$ cat config.mk
export PLATFORM = sky130hd
export DESIGN_NAME = fetch_stage_flat
export DESIGN_NICKNAME = d
export VERILOG_FILES = /design/src/rtl/fetch_stage_pkg.sv /design/src/rtl/fetch_stage_if.sv /design/src/rtl/fetch_skid_buf.sv /design/src/rtl/fetch_stage.sv /design/src/flat_wrapper.sv
export SDC_FILE = /design/constraint.sdc
export NUM_CORES = 1
export LEC_CHECK = 0
export BUFFER_PORTS_ARGS = -buffer_cell sky130_fd_sc_hd__buf_4
export CAP_MARGIN = 20
export CORE_MARGIN = 1.5
export CORE_UTILIZATION = 40
export DETAILED_ROUTE_END_ITERATION = 10
export HOLD_SLACK_MARGIN = 0.08
export PLACE_DENSITY = 0.58
export SLEW_MARGIN = 15
export SYNTH_ARGS = -nofsm -noshare
export SYNTH_HDL_FRONTEND = slang
export SYNTH_SLANG_ARGS = --single-unit
export TNS_END_PERCENT = 30
$ cat constraint.sdc
create_clock -name clk -period 2.8 [get_ports clk]
set_clock_uncertainty 0.15 [all_clocks]
set_input_delay 0 -clock clk [delete_from_list [all_inputs] [get_ports clk]]
set_output_delay 0 -clock clk [all_outputs]
set_load 0.1 [all_outputs]
$ cat src/rtl/fetch_stage_pkg.sv
// Shared types and constants for the instruction-fetch stage.
// The fetch packet carries the PC and the 32-bit instruction fetched from it.
package fetch_stage_pkg;

    localparam int          PC_W      = 64;
    localparam logic [63:0] RESET_PC  = 64'h8000_0000;
    localparam logic [31:0] NOP_INSTR = 32'h0000_0013;

    typedef enum logic {
        REQ,
        WAIT
    } fetch_state_t;

    typedef struct packed {
        logic [PC_W-1:0] pc;
        logic [31:0]     instr;
    } fetch_pkt_t;

    // Sequential PC advance; wraps naturally at 2^PC_W.
    function automatic logic [PC_W-1:0] next_pc(input logic [PC_W-1:0] pc);
        return pc + PC_W'(4);
    endfunction

endpackage

$ cat src/rtl/fetch_stage_if.sv
// Instruction bus between the fetch stage (master) and the memory side (slave).
// One request in flight at a time; responses are single-cycle and never stalled.
interface fetch_stage_if #(
    parameter int XLEN = 64
);
    logic            ireq_valid;
    logic [XLEN-1:0] ireq_addr;
    logic            ireq_ack;
    logic            iresp_valid;
    logic [31:0]     iresp_data;

    modport master (
        output ireq_valid,
        output ireq_addr,
        input  ireq_ack,
        input  iresp_valid,
        input  iresp_data
    );

    modport slave (
        input  ireq_valid,
        input  ireq_addr,
        output ireq_ack,
        output iresp_valid,
        output iresp_data
    );
endinterface

$ cat src/rtl/fetch_skid_buf.sv
// One-entry holding register for a fetch packet that arrived while decode stalled.
// Flush beats push, push beats pop.
module fetch_skid_buf
    import fetch_stage_pkg::*;
(
    input  logic       clk,
    input  logic       resetn,
    input  logic       flush,
    input  logic       push,
    input  logic       pop,
    input  fetch_pkt_t push_pkt,
    output logic       valid,
    output fetch_pkt_t pkt
);

    logic       valid_reg;
    fetch_pkt_t pkt_reg;

    always_ff @(posedge clk or negedge resetn) begin
        if (!resetn) begin
            valid_reg <= 1'b0;
            pkt_reg   <= '{pc: '0, instr: NOP_INSTR};
        end else if (flush) begin
            valid_reg <= 1'b0;
        end else if (push) begin
            valid_reg <= 1'b1;
            pkt_reg   <= push_pkt;
        end else if (pop) begin
            valid_reg <= 1'b0;
        end
    end

    assign valid = valid_reg;
    assign pkt   = pkt_reg;

endmodule

$ cat src/rtl/fetch_stage.sv
// Instruction-fetch stage: owns the PC, issues one bus request at a time and
// hands {pc, instr} to decode through an output register backed by a skid entry.
module fetch_stage
    import fetch_stage_pkg::*;
#(
    parameter int          XLEN     = PC_W,
    parameter logic [63:0] RESET_PC = fetch_stage_pkg::RESET_PC
) (
    input  logic             clk,
    input  logic             resetn,
    fetch_stage_if.master    ibus,
    input  logic             redirect_valid,
    input  logic [XLEN-1:0]  redirect_pc,
    input  logic             stall,
    output logic             out_valid,
    output logic [31:0]      out_instr,
    output logic [XLEN-1:0]  out_pc
);

    fetch_state_t    state_reg, state_next;
    logic [XLEN-1:0] pc_reg, pc_next;
    logic            discard_reg, discard_next;
    logic            out_valid_reg, out_valid_next;
    fetch_pkt_t      out_pkt_reg, out_pkt_next;

    logic            skid_valid;
    fetch_pkt_t      skid_pkt;
    logic            skid_push, skid_pop, skid_flush;

    logic            issue, fire, transfer, accept;
    fetch_pkt_t      resp_pkt;

    // Issue is blocked while the skid entry is occupied, so a response can
    // never arrive with nowhere to go.
    assign issue    = (state_reg == REQ) && !skid_valid;
    assign fire     = issue && ibus.ireq_ack;
    assign transfer = out_valid_reg && !stall;
    assign resp_pkt = '{pc: pc_reg, instr: ibus.iresp_data};

    assign ibus.ireq_valid = issue;
    assign ibus.ireq_addr  = pc_reg;

    always_comb begin
        state_next     = state_reg;
        pc_next        = pc_reg;
        discard_next   = discard_reg;
        out_valid_next = out_valid_reg;
        out_pkt_next   = out_pkt_reg;
        skid_push      = 1'b0;
        skid_pop       = 1'b0;
        skid_flush     = 1'b0;
        accept         = 1'b0;

        if (redirect_valid) begin
            // Redirect flushes everything downstream, even under stall.
            pc_next        = redirect_pc;
            out_valid_next = 1'b0;
            skid_flush     = 1'b1;
            case (state_reg)
                REQ: begin
                    if (fire) begin
                        // Old address already went out: its response is stale.
                        state_next   = WAIT;
                        discard_next = 1'b1;
                    end
                end
                WAIT: begin
                    if (ibus.iresp_valid) begin
                        state_next   = REQ;
                        discard_next = 1'b0;
                    end else begin
                        discard_next = 1'b1;
                    end
                end
                default: state_next = REQ;
            endcase
        end else begin
            case (state_reg)
                REQ: begin
                    if (fire) begin
                        state_next = WAIT;
                    end
                end
                WAIT: begin
                    if (ibus.iresp_valid) begin
                        state_next = REQ;
                        if (discard_reg) begin
                            discard_next = 1'b0;
                        end else begin
                            accept  = 1'b1;
                            pc_next = next_pc(pc_reg);
                        end
                    end
                end
                default: state_next = REQ;
            endcase

            if (transfer) begin
                if (skid_valid) begin
                    out_pkt_next = skid_pkt;
                    skid_pop     = 1'b1;
                end else begin
                    out_valid_next = 1'b0;
                end
            end

            if (accept) begin
                if ((!out_valid_reg || transfer) && !skid_valid) begin
                    out_valid_next = 1'b1;
                    out_pkt_next   = resp_pkt;
                end else begin
                    skid_push = 1'b1;
                end
            end
        end
    end

    always_ff @(posedge clk or negedge resetn) begin
        if (!resetn) begin
            state_reg     <= REQ;
            pc_reg        <= RESET_PC[XLEN-1:0];
            discard_reg   <= 1'b0;
            out_valid_reg <= 1'b0;
            out_pkt_reg   <= '{pc: '0, instr: NOP_INSTR};
        end else begin
            state_reg     <= state_next;
            pc_reg        <= pc_next;
            discard_reg   <= discard_next;
            out_valid_reg <= out_valid_next;
            out_pkt_reg   <= out_pkt_next;
        end
    end

    fetch_skid_buf u_skid (
        .clk      (clk),
        .resetn   (resetn),
        .flush    (skid_flush),
        .push     (skid_push),
        .pop      (skid_pop),
        .push_pkt (resp_pkt),
        .valid    (skid_valid),
        .pkt      (skid_pkt)
    );

    assign out_valid = out_valid_reg;
    assign out_instr = out_pkt_reg.instr;
    assign out_pc    = out_pkt_reg.pc;

endmodule

$ cat src/flat_wrapper.sv
// flat-port wrapper written by rule: the top's interface ports become plain ports
module fetch_stage_flat import fetch_stage_pkg::*;
#(
    parameter int          XLEN     = PC_W,
    parameter logic [63:0] RESET_PC = fetch_stage_pkg::RESET_PC
)
  (clk, resetn, redirect_valid, redirect_pc, stall, out_valid, out_instr, out_pc, ibus_ireq_valid, ibus_ireq_addr, ibus_ireq_ack, ibus_iresp_valid, ibus_iresp_data);
  fetch_stage_if #(.XLEN(XLEN)) ibus_i ();
  input  logic clk;
  input  logic resetn;
  input  logic redirect_valid;
  input  logic [XLEN-1:0] redirect_pc;
  input  logic stall;
  output logic out_valid;
  output logic [31:0] out_instr;
  output logic [XLEN-1:0] out_pc;
  output wire logic [$bits(ibus_i.ireq_valid)-1:0] ibus_ireq_valid;
  output wire logic [$bits(ibus_i.ireq_addr)-1:0] ibus_ireq_addr;
  input wire logic [$bits(ibus_i.ireq_ack)-1:0] ibus_ireq_ack;
  input wire logic [$bits(ibus_i.iresp_valid)-1:0] ibus_iresp_valid;
  input wire logic [$bits(ibus_i.iresp_data)-1:0] ibus_iresp_data;
  assign ibus_ireq_valid = ibus_i.ireq_valid;
  assign ibus_ireq_addr = ibus_i.ireq_addr;
  assign ibus_i.ireq_ack = ibus_ireq_ack;
  assign ibus_i.iresp_valid = ibus_iresp_valid;
  assign ibus_i.iresp_data = ibus_iresp_data;
  fetch_stage #(.XLEN(XLEN), .RESET_PC(RESET_PC)) u_core (.clk(clk), .resetn(resetn), .ibus(ibus_i), .redirect_valid(redirect_valid), .redirect_pc(redirect_pc), .stall(stall), .out_valid(out_valid), .out_instr(out_instr), .out_pc(out_pc));
endmodule
==> flow_metrics.env <==
export IMPL_relSlewSlack=0.5625
export IMPL_clockBufferDepth=3
export IMPL_critPathKind="reg -> reg"
export IMPL_synth_seq_area_share=0.5636
export IMPL_outcome="finished, final reports clean"
export IMPL_slowest_stage="dlygate4sd3_1"
export IMPL_firstDrtPassIters=4
export IMPL_p_int_w=0.008462
export IMPL_tns_ns=0
export IMPL_cts_tree="yes"
export IMPL_root_buffer="clkbuf_16"
export IMPL_clock_sinks=260
export IMPL_boundaryPins=264
export IMPL_crit_path_max_incr_delay_ns=0.57
export IMPL_gr_total_overflow=0
export IMPL_place_area_um2=14170
export IMPL_die_x_um=173
export IMPL_setup_viol=0
export IMPL_antenna_cells=0
export IMPL_grt_usage=0.2422
export IMPL_wirelength_mm=36.40
export IMPL_layout_drive_gt1_share=0.3205
export IMPL_arrival_ns=2.95
export IMPL_hpwl_mm=22.50
export IMPL_core_um2=28550
export IMPL_fillers=2470
export IMPL_wl_per_cell_um=18.78
export IMPL_rsz0062_at_grt="no"
export IMPL_p_switching_w=0.007681
export IMPL_period_share=0.9556
export IMPL_hp_class="in -> reg"
export IMPL_grt_pass1_wl_mm=58.87
export IMPL_swShare=0.4758
export IMPL_syn_to_final_growth_pct=47.72
export IMPL_final_area_um2=17080
export IMPL_hold_viol=0
export IMPL_gp_congestion=0.8518
export IMPL_top_usage_layer="met2"
export IMPL_yosys_most_used_dff="dfrtp_1"
export IMPL_largest_reg_flops=96
export IMPL_ys_ff_latch=260
export IMPL_cp_cell_sequence="ha_1, and4b_2, nand4_1, buf_4, nor4_2, xnor2_1, o21ai_0, dlygate4sd3_1"
export IMPL_drtIter0Drc=669
export IMPL_fmax_ghz=0.3737
export IMPL_use_met3=0.04354
export IMPL_grtUsageMet1=0.3263
export IMPL_initial_utilization=0.4049
export IMPL_cp_end_kind="flop"
export IMPL_max_cap_viol_count=0
export IMPL_seqPwrFrac=0.315
export IMPL_clkSlewWorstSetupHoldPaths_ns=0.06
export IMPL_cts_max_level=1
export IMPL_die_area_um2=29930
export IMPL_grt_max_degree=98
export IMPL_worst_pin_slew_ns=0.6562
export IMPL_netlist_instances=1096
export IMPL_avgSynthCellArea_um2=10.55
export IMPL_synth_async_reset_ratio=1.000
export IMPL_finalCriticalPeriod_ns=2.676
export IMPL_pwr_share_comb=0.447
export IMPL_fp_dieH_um=173
export IMPL_critical_path_peak_fanout=6
export IMPL_synth_nets=1199
export IMPL_power_w=0.01614
export IMPL_grt_pass1_vias=10670
export IMPL_cts_buffers=29
export IMPL_synth_cell_types=49
export IMPL_clk_latency_ns=0.54
export IMPL_drcViolationCount=0
export IMPL_worst_ep_required_time_ns=3.07
export IMPL_slew_viol_final=0
export IMPL_p_per_area_nw_per_um2=945.4
export IMPL_syn_area_um2=11560
export IMPL_p_clk_frac=0.238
export IMPL_post_drt_via_cell_ratio=5.337
export IMPL_portBuffers=263
export IMPL_nNetsFinal=1635
export IMPL_synth_edff_count=0
export IMPL_start_kind="flop"
export IMPL_num_rows=62
export IMPL_vias=10340
export IMPL_ir_drop_mv=0.8862
export IMPL_antenna_left=0
export IMPL_leakage_nw=7.519
export IMPL_globalRouteMet2Util=0.4027
export IMPL_antenna_found_initial=0
export IMPL_yosys_warnings=0
==> cells by family after synthesis <==
group,after synthesis,synth area share
compound gates,276,0.1363
xor+xnor,42,0.03182
fa+ha+maj,1,0.001082
buf+inv,95,0.03117
flops,260,0.5636
mux,103,0.1000
simple gates,319,0.1361
==> metrics by stage <==
stage / utilization / setup WS [ns] / std cells / hold slack [ns]
after global placement: 0.4964 / 0.1022 / 1693 / -0.1241
after detailed placement: 0.4964 / 0.06705 / 1693 / -0.1248
final: 0.5982 / 0.1244 / 1938 / 0.09526
after floorplan: - / -0.001813 / 1096 / -0.4456
after global routing: 0.5982 / 0.007838 / 1938 / 0.08953
after CTS: 0.5976 / 0.02517 / 1938 / 0.08263
==> layer usage <==
layer  vias to the layer above  share of wire  routed length [um]
met5                         -              0                   0
met4                         0          0.027                 974
met3                        64          0.051                1855
met2                       269           0.48               17600
met1                      5143           0.44               15970
li1                       4867              -                   -
==> repair_timing <==
action	4_1_cts	5_1_grt
endpoints found under the setup margin	0	9
endpoints found under the hold margin	390	0
hold buffers	192	0
resized for setup	0	4
buffers inserted	0	0
==> final cells by class <==
cell class,instances,area (um2),area share
multi-input combinational,741,4732,0.2771
inverter,13,51.30,0.003004
timing repair buffer,487,4269,0.2500
sequential,260,6578,0.3852
clock inverter,9,123.9,0.007254
tap,384,480.5,0.02814
clock buffer,44,842.1,0.04931
==> worst max-delay path, delay by kind of cell (launching register included) <==
kind,cells,cell delay [ns]
AO/OA/AOI/OAI,1,0.10
XOR/XNOR,1,0.16
AND/OR/NAND/NOR,3,0.75
buffers and inverters,2,0.79
flip-flops,1,0.36
adder cells (fa/ha/maj),1,0.24
==> synthesized netlist by cell type (all sizes together) (2+ instances only) <==
master  number  area (um2)
dfrtp      253        6331
nor2       120       450.4
a21oi      102       510.5
mux2       100        1126
o22ai       96       600.6
clkbuf      68       256.5
nand2       63       236.5
o21ai       46       230.2
xnor2       30       262.8
nand4       25       156.4
nand3       23       115.1
nor4        21       131.4
a31oi       14       87.58
and4        14       122.6
buf         14       55.05
inv         13       48.80
nor3        12       60.06
xor2        12       105.1
or4         11       90.08
and3         7       43.79
dfstp        7       183.9
o31ai        5       37.54
and2         4       25.02
or3          4       25.02
a21o         3       22.52
a221o        3       30.03
mux2i        3       30.03
or2          3       18.77
a31o         2       17.52
and3b        2       17.52
nand2b       2       12.51
nand3b       2       15.01
==> path summary, 6_finish.rpt <==
check,start,end,slack (ns),cells past startpoint
max in group asynchronous,resetn,u_core.ibus.ireq_addr[31],1.20,4
setup reg to reg,u_core.ibus.ireq_addr[2],u_core.ibus.ireq_addr[34],0.12,8
hold reg to reg,u_core.out_instr[4],u_core.out_instr[4],0.35,2
hold / removal,ibus_iresp_valid,u_core.state_reg,0.1,3
min in group asynchronous,resetn,u_core.u_skid.pkt[9],0.40,3
setup / recovery,u_core.ibus.ireq_addr[2],u_core.ibus.ireq_addr[34],0.12,8
==> layout by cell type, fill, tap and decap left out, types with 10 or more instances in the layout <==
cell,synthesis,routed
clkbuf_16,0,29
xnor2_1,30,30
o21ai_0,45,45
o22ai_1,96,96
nand3_1,23,23
dfrtp_1,253,216
nand4_1,25,25
buf_4,0,284
nor2_1,120,120
nor3_1,12,11
xor2_1,12,12
inv_1,13,12
nand2_1,63,62
a21oi_1,102,101
nor4_1,21,18
mux2_2,100,100
buf_12,0,10
a31oi_1,14,14
and4_1,14,14
dfrtp_2,0,32
dlygate4sd3_1,0,192
==> power groups by stage <==
stage | logic [W] | registers, W | clock network, W
after floorplan | 0.000903 | 0.00953 | 0
after global placement | 0.00696 | 0.00511 | 0
after detailed placement | 0.00699 | 0.00513 | 0
after CTS | 0.00723 | 0.00508 | 0.00393
after global routing | 0.00746 | 0.00519 | 0.00406
final | 0.00722 | 0.00508 | 0.00385
(Power assumes the default switching activity.)
